==> src/rtl/anim_if.sv <==
// Button pulses into the animation sequencer and the registered state it reports back.
// Pulses are single-cycle strobes sampled on the rising clock edge; no handshake back-pressure exists.
interface anim_if;
    logic       mode_pulse;
    logic       speed_pulse;
    logic       pause_pulse;
    logic [1:0] mode;
    logic [3:0] frame_idx;
    logic [1:0] speed;
    logic       paused;
    logic       blank;
    logic       frame_tick;
    logic       cycle_done;

    modport master (
        output mode_pulse, speed_pulse, pause_pulse,
        input  mode, frame_idx, speed, paused, blank, frame_tick, cycle_done
    );

    modport slave (
        input  mode_pulse, speed_pulse, pause_pulse,
        output mode, frame_idx, speed, paused, blank, frame_tick, cycle_done
    );
endinterface

==> src/rtl/anim_sequencer.sv <==
// Turns button pulses into animation mode/speed/pause state and steps the frame index
// from a prescaled frame tick, blanking the display for a few ticks after each mode change.
module anim_sequencer #(
    parameter int unsigned BASE_DIV    = 2_500_000,
    parameter int unsigned BLANK_TICKS = 2,
    parameter int unsigned LEN0        = 6,
    parameter int unsigned LEN1        = 8,
    parameter int unsigned LEN2        = 4,
    parameter int unsigned LEN3        = 10
) (
    input  logic       clk,
    input  logic       rst,
    anim_if.slave      bus,
    output logic [1:0] fsm_state
);

    typedef enum logic [1:0] {
        RUN    = 2'd0,
        PAUSE  = 2'd1,
        SWITCH = 2'd2
    } state_t;

    state_t      state_q, state_d;
    logic [23:0] pre_q, pre_d;
    logic [24:0] period;
    logic [3:0]  bcnt_q, bcnt_d;
    logic [3:0]  idx_q, idx_d;
    logic [1:0]  mode_q, mode_d;
    logic [1:0]  speed_q, speed_d;
    logic        paused_q, paused_d;
    logic        blank_q, blank_d;
    logic        tick_q, tick_d;
    logic        done_q, done_d;
    logic        tick;

    function automatic logic [3:0] last_frame(input logic [1:0] m);
        case (m)
            2'd0:    return 4'(LEN0 - 1);
            2'd1:    return 4'(LEN1 - 1);
            2'd2:    return 4'(LEN2 - 1);
            default: return 4'(LEN3 - 1);
        endcase
    endfunction

    // A speed change restarts the frame period, so it also swallows a coinciding tick.
    assign period = 25'(BASE_DIV) >> speed_q;
    assign tick   = (state_q != PAUSE) && !bus.speed_pulse
                    && ({1'b0, pre_q} == period - 25'd1);

    always_ff @(posedge clk or posedge rst) begin
        if (rst) state_q <= RUN;
        else     state_q <= state_d;
    end

    always_comb begin
        state_d = state_q;
        pre_d   = pre_q;
        bcnt_d  = bcnt_q;
        idx_d   = idx_q;
        mode_d  = mode_q;
        speed_d = speed_q;
        tick_d  = tick;
        done_d  = 1'b0;

        if (bus.speed_pulse)      speed_d = speed_q + 2'd1;
        if (bus.speed_pulse)      pre_d = '0;
        else if (state_q != PAUSE) pre_d = tick ? '0 : pre_q + 24'd1;

        case (state_q)
            RUN: begin
                if (tick) begin
                    if (idx_q == last_frame(mode_q)) begin
                        idx_d  = '0;
                        done_d = 1'b1;
                    end else begin
                        idx_d = idx_q + 4'd1;
                    end
                end
                if (bus.pause_pulse) state_d = PAUSE;
            end
            PAUSE: begin
                if (bus.pause_pulse) state_d = RUN;
            end
            SWITCH: begin
                if (tick) begin
                    bcnt_d = bcnt_q + 4'd1;
                    if (bcnt_q + 4'd1 == 4'(BLANK_TICKS)) state_d = RUN;
                end
            end
            default: state_d = RUN;
        endcase

        // Mode change overrides everything else this cycle, including a pending pause toggle.
        if (bus.mode_pulse) begin
            state_d = SWITCH;
            mode_d  = mode_q + 2'd1;
            idx_d   = '0;
            pre_d   = '0;
            bcnt_d  = '0;
            tick_d  = 1'b0;
            done_d  = 1'b0;
        end

        paused_d = (state_d == PAUSE);
        blank_d  = (state_d == SWITCH);
    end

    always_ff @(posedge clk or posedge rst) begin
        if (rst) begin
            pre_q    <= '0;
            bcnt_q   <= '0;
            idx_q    <= '0;
            mode_q   <= '0;
            speed_q  <= '0;
            paused_q <= 1'b0;
            blank_q  <= 1'b0;
            tick_q   <= 1'b0;
            done_q   <= 1'b0;
        end else begin
            pre_q    <= pre_d;
            bcnt_q   <= bcnt_d;
            idx_q    <= idx_d;
            mode_q   <= mode_d;
            speed_q  <= speed_d;
            paused_q <= paused_d;
            blank_q  <= blank_d;
            tick_q   <= tick_d;
            done_q   <= done_d;
        end
    end

    assign bus.mode       = mode_q;
    assign bus.frame_idx  = idx_q;
    assign bus.speed      = speed_q;
    assign bus.paused     = paused_q;
    assign bus.blank      = blank_q;
    assign bus.frame_tick = tick_q;
    assign bus.cycle_done = done_q;
    assign fsm_state      = state_q;

endmodule
==> src/flat_wrapper.sv <==
// flat-port wrapper written by rule: the top's interface ports become plain ports
module anim_sequencer_flat 
#(
    parameter int unsigned BASE_DIV    = 2_500_000,
    parameter int unsigned BLANK_TICKS = 2,
    parameter int unsigned LEN0        = 6,
    parameter int unsigned LEN1        = 8,
    parameter int unsigned LEN2        = 4,
    parameter int unsigned LEN3        = 10
)
  (clk, rst, fsm_state, bus_mode_pulse, bus_speed_pulse, bus_pause_pulse, bus_mode, bus_frame_idx, bus_speed, bus_paused, bus_blank, bus_frame_tick, bus_cycle_done);
  anim_if bus_i ();
  input  logic clk;
  input  logic rst;
  output logic [1:0] fsm_state;
  input wire logic [$bits(bus_i.mode_pulse)-1:0] bus_mode_pulse;
  input wire logic [$bits(bus_i.speed_pulse)-1:0] bus_speed_pulse;
  input wire logic [$bits(bus_i.pause_pulse)-1:0] bus_pause_pulse;
  output wire logic [$bits(bus_i.mode)-1:0] bus_mode;
  output wire logic [$bits(bus_i.frame_idx)-1:0] bus_frame_idx;
  output wire logic [$bits(bus_i.speed)-1:0] bus_speed;
  output wire logic [$bits(bus_i.paused)-1:0] bus_paused;
  output wire logic [$bits(bus_i.blank)-1:0] bus_blank;
  output wire logic [$bits(bus_i.frame_tick)-1:0] bus_frame_tick;
  output wire logic [$bits(bus_i.cycle_done)-1:0] bus_cycle_done;
  assign bus_i.mode_pulse = bus_mode_pulse;
  assign bus_i.speed_pulse = bus_speed_pulse;
  assign bus_i.pause_pulse = bus_pause_pulse;
  assign bus_mode = bus_i.mode;
  assign bus_frame_idx = bus_i.frame_idx;
  assign bus_speed = bus_i.speed;
  assign bus_paused = bus_i.paused;
  assign bus_blank = bus_i.blank;
  assign bus_frame_tick = bus_i.frame_tick;
  assign bus_cycle_done = bus_i.cycle_done;
  anim_sequencer #(.BASE_DIV(BASE_DIV), .BLANK_TICKS(BLANK_TICKS), .LEN0(LEN0), .LEN1(LEN1), .LEN2(LEN2), .LEN3(LEN3)) u_core (.clk(clk), .rst(rst), .bus(bus_i), .fsm_state(fsm_state));
endmodule
==> config.mk <==
export PLATFORM = sky130hd
export DESIGN_NAME = anim_sequencer_flat
export DESIGN_NICKNAME = d
export VERILOG_FILES = /design/src/rtl/anim_if.sv /design/src/rtl/anim_sequencer.sv /design/src/flat_wrapper.sv
export SDC_FILE = /design/constraint.sdc
export NUM_CORES = 1
export LEC_CHECK = 0
export CORE_MARGIN = 2
export CORE_UTILIZATION = 65
export CTS_BUF_LIST = sky130_fd_sc_hd__clkbuf_8
export CTS_CLUSTER_SIZE = 40
export DETAILED_ROUTE_END_ITERATION = 10
export PLACE_DENSITY = 0.87
export SETUP_SLACK_MARGIN = 0.5
export SYNTH_ARGS = -nofsm -noshare
export SYNTH_HDL_FRONTEND = slang
export SYNTH_SLANG_ARGS = --single-unit
export TNS_END_PERCENT = 10
==> constraint.sdc <==
create_clock -name clk -period 4.3 [get_ports clk]
set_input_delay 0.645 -clock clk [delete_from_list [all_inputs] [get_ports clk]]
set_output_delay 0.645 -clock clk [all_outputs]
set_load 0.05 [all_outputs]
==> results of run 1 <==
## registers in the layout, indices dropped and copies added (netlist names)
register	count
u_core.bus.frame_tick	1
u_core.bus.paused	1
u_core.bus.frame_idx	4
u_core.bcnt_q	4
u_core.bus.cycle_done	1
u_core.bus.speed	2
u_core.bus.mode	2
u_core.pre_q	24
u_core.fsm_state	2
u_core.bus.blank	1
## placed cells by master, fill, tap and decap left out, types with 6 or more instances in the layout
master,instances
a21oi_1,21
a31oi_1,12
and3_1,6
clkdlybuf4s50_1,18
dfrtp_1,42
ha_1,15
inv_1,8
nand2_1,41
nand2b_1,8
nand3_1,35
nor2_1,16
nor3_1,13
o21ai_0,16
or3_1,6
or4_1,6
xor2_1,6
## final timing paths
path / from / end / slack, ns / cells past startpoint
hold / removal: u_core.pre_q[12] / u_core.pre_q[12] / 0.55 / 1
min in group asynchronous: rst / u_core.pre_q[8] / 0.78 / 3
setup / recovery: u_core.bus.speed[0] / u_core.pre_q[19] / 0.85 / 9
hold reg to reg: u_core.pre_q[12] / u_core.pre_q[12] / 0.55 / 1
max in group asynchronous: rst / u_core.pre_q[2] / 3.15 / 3
setup reg to reg: u_core.bus.speed[0] / u_core.pre_q[19] / 0.85 / 9
## area by class of cell
class	count	area, µm²	area share
clock inverters	3	40.0	0.0132
flip-flops and latches	42	1050	0.346
clock buffers	5	68.8	0.0227
well taps	50	62.6	0.0206
inverters	9	33.8	0.0111
repair buffers	22	210	0.0692
multi-input cells	255	1570	0.517
## stage by stage
step / instance area (µm²) / utilization
6_report: 3040 / 0.754
3_3_place_gp: 2930 / 0.727
3_5_place_dp: 2930 / 0.727
5_1_grt: 3040 / 0.754
4_1_cts: 3040 / 0.754
2_1_floorplan: 2720 / -
## synthesized netlist by cell type (3+ instances only)
master    number  area, µm²
dfrtp_1       42       1050
nand2_1       41        154
nand3_1       35        175
a21oi_1       21        105
nor2_1        16       60.1
o21ai_0       16       80.1
ha_1          15        188
clkbuf_1      13       48.8
nor3_1        13       65.1
a31oi_1       12       75.1
inv_1          9       33.8
nand2b_1       8       50.1
and3_1         6       37.5
or3_1          6       37.5
or4_1          6       45.0
xor2_1         6       52.6
nor4_1         5       31.3
a211oi_1       4       30.0
o31ai_1        4       30.0
or2_2          4       25.0
and2_1         3       18.8
nand4_1        3       18.8
nor4bb_1       3       30.0
xnor2_1        3       26.3
## power breakdown
group / internal (mW) / switching (mW) / total (mW)
Clock: 0.171 / 0.135 / 0.306
Sequential: 0.415 / 0.0346 / 0.449
Combinational: 0.162 / 0.249 / 0.411
Total: 0.747 / 0.419 / 1.17
## cell families (layout without fill, tap and decap cells)
family / Yosys count / after routing
DFF: 42 / 42
AOI/OAI and AO/OA: 67 / 67
xor gates and xnor gates: 9 / 9
and+or+nand+nor: 162 / 162
adders and majority gates: 15 / 15
muxes: 2 / 2
buffers and inverters: 25 / 39
## routing by layer
| metal | share of wire | global-route usage | routed length [µm] | vias up |
|---|---|---|---|---|
| met5 | 0 | 0 | 0 | - |
| met4 | 0.016 | 0.0882 | 98 | 0 |
| met3 | 0.085 | 0.0877 | 533 | 12 |
| met2 | 0.46 | 0.457 | 2920 | 111 |
| met1 | 0.43 | 0.390 | 2730 | 1191 |
| li1 | - | - | - | 1201 |
==> flow_summary.json, run 1 <==
{
  "leakage_nw": 1.24,
  "routabilityCongestion": 0.924,
  "fin_skew_ns": 0.0110,
  "row_count": 23,
  "final_layout_size_suffix_gt1_frac": 0.0714,
  "vias_per_cell": 6.52,
  "critPathTopFamily": "simple AND/OR/NAND/NOR gates",
  "fillers": 328,
  "slew_headroom": 0.588,
  "postCtsHoldBufs": 0,
  "track_usage": 0.291,
  "min_path_type": "reg2reg",
  "synth_ff_type": "dfrtp_1",
  "peakVddDrop_mv": 0.465,
  "synth_edf_count": 0,
  "worstSetupPathType": "reg2reg",
  "netlist_instances": 322,
  "synth-xor-area-share": 0.0289,
  "cts_sinks": 42,
  "dr_total_vias": 2515,
  "synthAdderAreaFrac": 0.0689,
  "die_area_um2": 4720,
  "p_total_mw": 1.17,
  "die_h_um": 68.7,
  "wirelength_mm": 6.29,
  "synth.area.mux_share": 0.00735,
  "die_w_um": 68.7,
  "slew_violations": 0,
  "dp.cells": 378,
  "dp_slack_ns": 0.858,
  "period_share": 0.802,
  "fmax_mhz": 290,
  "critPathSlowestCell": "or4b_2",
  "synth_top_family_by_area": "simple AND/OR/NAND/NOR gates",
  "dp_hpwl_mm": 4.40,
  "crit_arrival_ns": 3.67,
  "finalHoldViolCount": 0,
  "path_cells": "inv_1 > ha_1 > or4b_4 > nor4_1 > nor3_1 > nand4_2 > buf_4 > or4b_2 > a31oi_1",
  "setup.worst_path.start_class": "flip-flop",
  "start_util": 0.676,
  "stdcell_count": 386,
  "synth-compound-area-share": 0.153,
  "worstMarginPinSlew_ns": 0.615,
  "synth_nets": 342,
  "cp.required_ns": 4.52,
  "cts_buffers": 5,
  "pin_count": 19,
  "drv_cap": 0,
  "cts_resized": 0,
  "grt_max_degree": 43,
  "drt-wirelength-per-cell_um": 16.3,
  "critPathBufInv": 2,
  "period_needed_ns": 3.45,
  "ant_nets": 0,
  "synth.avg_cell_area_um2": 8.46,
  "post_cts_buffers": 0,
  "diodes": 0,
  "core_um2": 4030,
  "fin_setup_tns_ns": 0,
  "first_iter_violations": 214,
  "outcome": "finished clean",
  "clockBufferDepth": 2,
  "area_delta_synth_final_pct": 11.5,
  "powerDensity_nw_per_um2": 384,
  "synth-seq-area-share": 0.386,
  "yosys_warnings": 0,
  "clk_latency_ns": 0.30,
  "rsz0062_at_grt": "no",
  "end_kind": "flip-flop",
  "yosys.area_share.simple": 0.318,
  "netlist_area_um2": 2720,
  "crit_fanout": 25,
  "ys_async_sr_fraction": 1.00,
  "synth-seq-cells": 42,
  "clkSlewWorstSetupHoldPaths_ns": 0.08,
  "firstDrtPassIters": 5,
  "nets": 355,
  "finalWorstSetupSlack_ns": 0.852,
  "grt_pass1_wl_mm": 10.3,
  "synthDistinctLibCells": 47,
  "io_buffer_count": 18,
  "tritoncts": "done",
  "whs_ns": 0.555,
  "drcViolationCount": 0,
  "grt_pass1_vias": 2313,
  "cts-root-buf": "clkbuf_8",
  "htreeDepth": 2,
  "gr-total-overflow": 0,
  "antenna_found_initial": 0,
  "finalSetupViolCount": 0,
  "cp_slowest_stage_delay_ns": 0.61
}
Power figures use the tool's default switching activity.
==> run 2: changes to the inputs <==
--- a/config.mk
+++ b/config.mk
@@ -6,11 +6,11 @@
 export NUM_CORES = 1
 export LEC_CHECK = 0
 export CORE_MARGIN = 2
-export CORE_UTILIZATION = 65
+export CORE_UTILIZATION = 61
 export CTS_BUF_LIST = sky130_fd_sc_hd__clkbuf_8
 export CTS_CLUSTER_SIZE = 40
 export DETAILED_ROUTE_END_ITERATION = 10
-export PLACE_DENSITY = 0.87
+export PLACE_DENSITY = 0.82
 export SETUP_SLACK_MARGIN = 0.5
 export SYNTH_ARGS = -nofsm -noshare
 export SYNTH_HDL_FRONTEND = slang
==> constraint.sdc (replaced) <==
create_clock -name clk -period 3.4 [get_ports clk]
set_input_delay 0.51 -clock clk [delete_from_list [all_inputs] [get_ports clk]]
set_output_delay 0.51 -clock clk [all_outputs]
set_load 0.05 [all_outputs]
==> run 2 against run 1 <==
Against the previous run:
- sequential share of layout area shrank 1.8 points
- worst hold slack lost 0.0041 ns
- sequential cell count is the same
- critical endpoint unchanged
- largest cell class unchanged
==> flow_summary.json, run 2 (synthesis gave the netlist of run 1 again) <==
{
  "outcome": "finished clean",
  "place_area_um2": 2970,
  "drcViolationCount": 0,
  "postCtsHoldBufs": 0,
  "crit_end": "u_core.pre_q[19]",
  "finalSetupViolCount": 0,
  "rsz0062_at_grt": "yes",
  "cp_slowest_stage_delay_ns": 0.60,
  "dr_total_vias": 2568,
  "leakage_nw": 1.30,
  "regMostFlops": "u_core.pre_q",
  "antenna_found_initial": 0,
  "slew_headroom": 0.249,
  "path_cells": "inv_4 > ha_4 > or4b_4 > o21ai_1 > a211oi_4 > nand4_4 > buf_12 > or4b_2 > a31oi_1",
  "clkSlewWorstSetupHoldPaths_ns": 0.08,
  "wirelength_mm": 6.84,
  "final_layout_size_suffix_gt1_frac": 0.132,
  "core_um2": 4320,
  "gr-total-overflow": 0,
  "finalHoldViolCount": 0,
  "crit_fanout": 24,
  "design_area_um2": 3220,
  "dp_hpwl_mm": 4.53,
  "clk_latency_ns": 0.30,
  "ant_nets": 0,
  "area_delta_synth_final_pct": 18.1,
  "cts_sinks": 42,
  "clockBufferDepth": 2,
  "period_needed_ns": 2.89,
  "grt_max_degree": 31,
  "fillers": 319,
  "drv_cap": 0,
  "nets": 367,
  "routabilityCongestion": 0.867,
  "first_iter_violations": 248,
  "cts-root-buf": "clkbuf_8",
  "r2r_cells": 9,
  "diodes": 0,
  "pin_count": 19,
  "io_buffer_count": 18,
  "drt-wirelength-per-cell_um": 17.1,
  "track_usage": 0.290,
  "largest_reg_flops": 24,
  "end_kind": "flip-flop",
  "p_total_mw": 1.63,
  "row_count": 24,
  "stdcell_count": 400,
  "grt_pass1_vias": 2420,
  "slew_violations": 0,
  "worstMarginPinSlew_ns": 1.12,
  "min_path_type": "reg2reg",
  "fmax_mhz": 346,
  "peakVddDrop_mv": 0.376,
  "setup.worst_path.start_class": "flip-flop",
  "timing.rr.start": "u_core.bus.speed[0]",
  "die_h_um": 70.8,
  "worstSetupPathType": "reg2reg",
  "die_w_um": 70.8,
  "fin_setup_tns_ns": 0,
  "vias_per_cell": 6.42,
  "worstSetupStartpoint": "u_core.bus.speed[0]",
  "die_area_um2": 5020,
  "dp.cells": 383,
  "tritoncts": "done",
  "r2r-end": "u_core.pre_q[19]",
  "powerDensity_nw_per_um2": 508,
  "firstDrtPassIters": 6,
  "period_share": 0.851,
  "grt_pass1_wl_mm": 11.5,
  "fin_skew_ns": 0.00840,
  "start_util": 0.630,
  "r2r_setup_slack_ns": 0.51,
  "htreeDepth": 2,
  "final_common_cell": "nand2_1",
  "cts_buffers": 5,
  "final_cell_mix": "nand2_1, dfrtp_1, nand3_1",
  "cp.required_ns": 3.62,
  "crit_arrival_ns": 3.12,
  "critPathSlowestCell": "or4b_2"
}
[run 2: cell types whose count changed in the layout (fill, tap and decap cells not counted), sizes merged]
cell,change
clkinv,-2
clkbuf,+1
buf,+12
inv,+1
[run 2: where the power goes]
group | switching (mW) | total (mW) | internal (mW)
Sequential | 0.0469 | 0.574 | 0.527
Combinational | 0.371 | 0.647 | 0.277
Clock | 0.175 | 0.412 | 0.237
[run 2: metal layers]
metal / global-route usage / up-vias / part of all wire
li1: - / 1230 / -
met1: 0.403 / 1216 / 0.44
met2: 0.476 / 105 / 0.46
met3: 0.0470 / 17 / 0.077
met4: 0.0797 / 0 / 0.016
met5: 0 / - / 0
[run 2: cell type report]
class / count / area (µm²) / area share
multi-input cells: 255 / 1630 / 0.505
flip-flops and latches: 42 / 1050 / 0.328
repair buffers: 34 / 317 / 0.0984
clock buffers: 6 / 82.6 / 0.0257
well taps: 52 / 65.1 / 0.0202
clock inverters: 2 / 33.8 / 0.0105
inverters: 9 / 38.8 / 0.0121
[run 2: repair_timing]
item                                    CTS  global route
gates resized for setup                   7             6
setup buffers                             9             0
endpoints found under the hold margin     0             0
endpoints found under the setup margin    6            13
pin swaps                                 7             3
[run 2: critical path: cells and delay by family, from the launching register on]
kind,cells,cell delay (ns)
compound gates,3,0.51
simple gates,3,1.34
flops,1,0.48
buf+inv,2,0.28
fa+ha+maj,1,0.20
[run 2: through the flow]
stage	hold WS [ns]	util	setup WS, ns
after global placement	0.524	0.688	0.427
after detailed placement	0.534	0.688	0.339
after global routing	0.596	0.744	0.399
after CTS	0.545	0.738	0.477
after floorplan	0.478	-	0.492
final	0.551	0.744	0.508
[run 2: how the worst min path moves through the flow]
stage	start	end	slack, ns	depth (start not counted)
2_1_floorplan	u_core.pre_q[12]	u_core.pre_q[12]	0.48	1
3_3_place_gp	u_core.pre_q[23]	u_core.pre_q[23]	0.52	2
3_5_place_dp	u_core.pre_q[6]	u_core.pre_q[6]	0.53	1
4_1_cts	u_core.pre_q[6]	u_core.pre_q[6]	0.55	1
5_1_grt	u_core.pre_q[12]	u_core.pre_q[12]	0.60	1
6_report	u_core.pre_q[6]	u_core.pre_q[6]	0.55	1
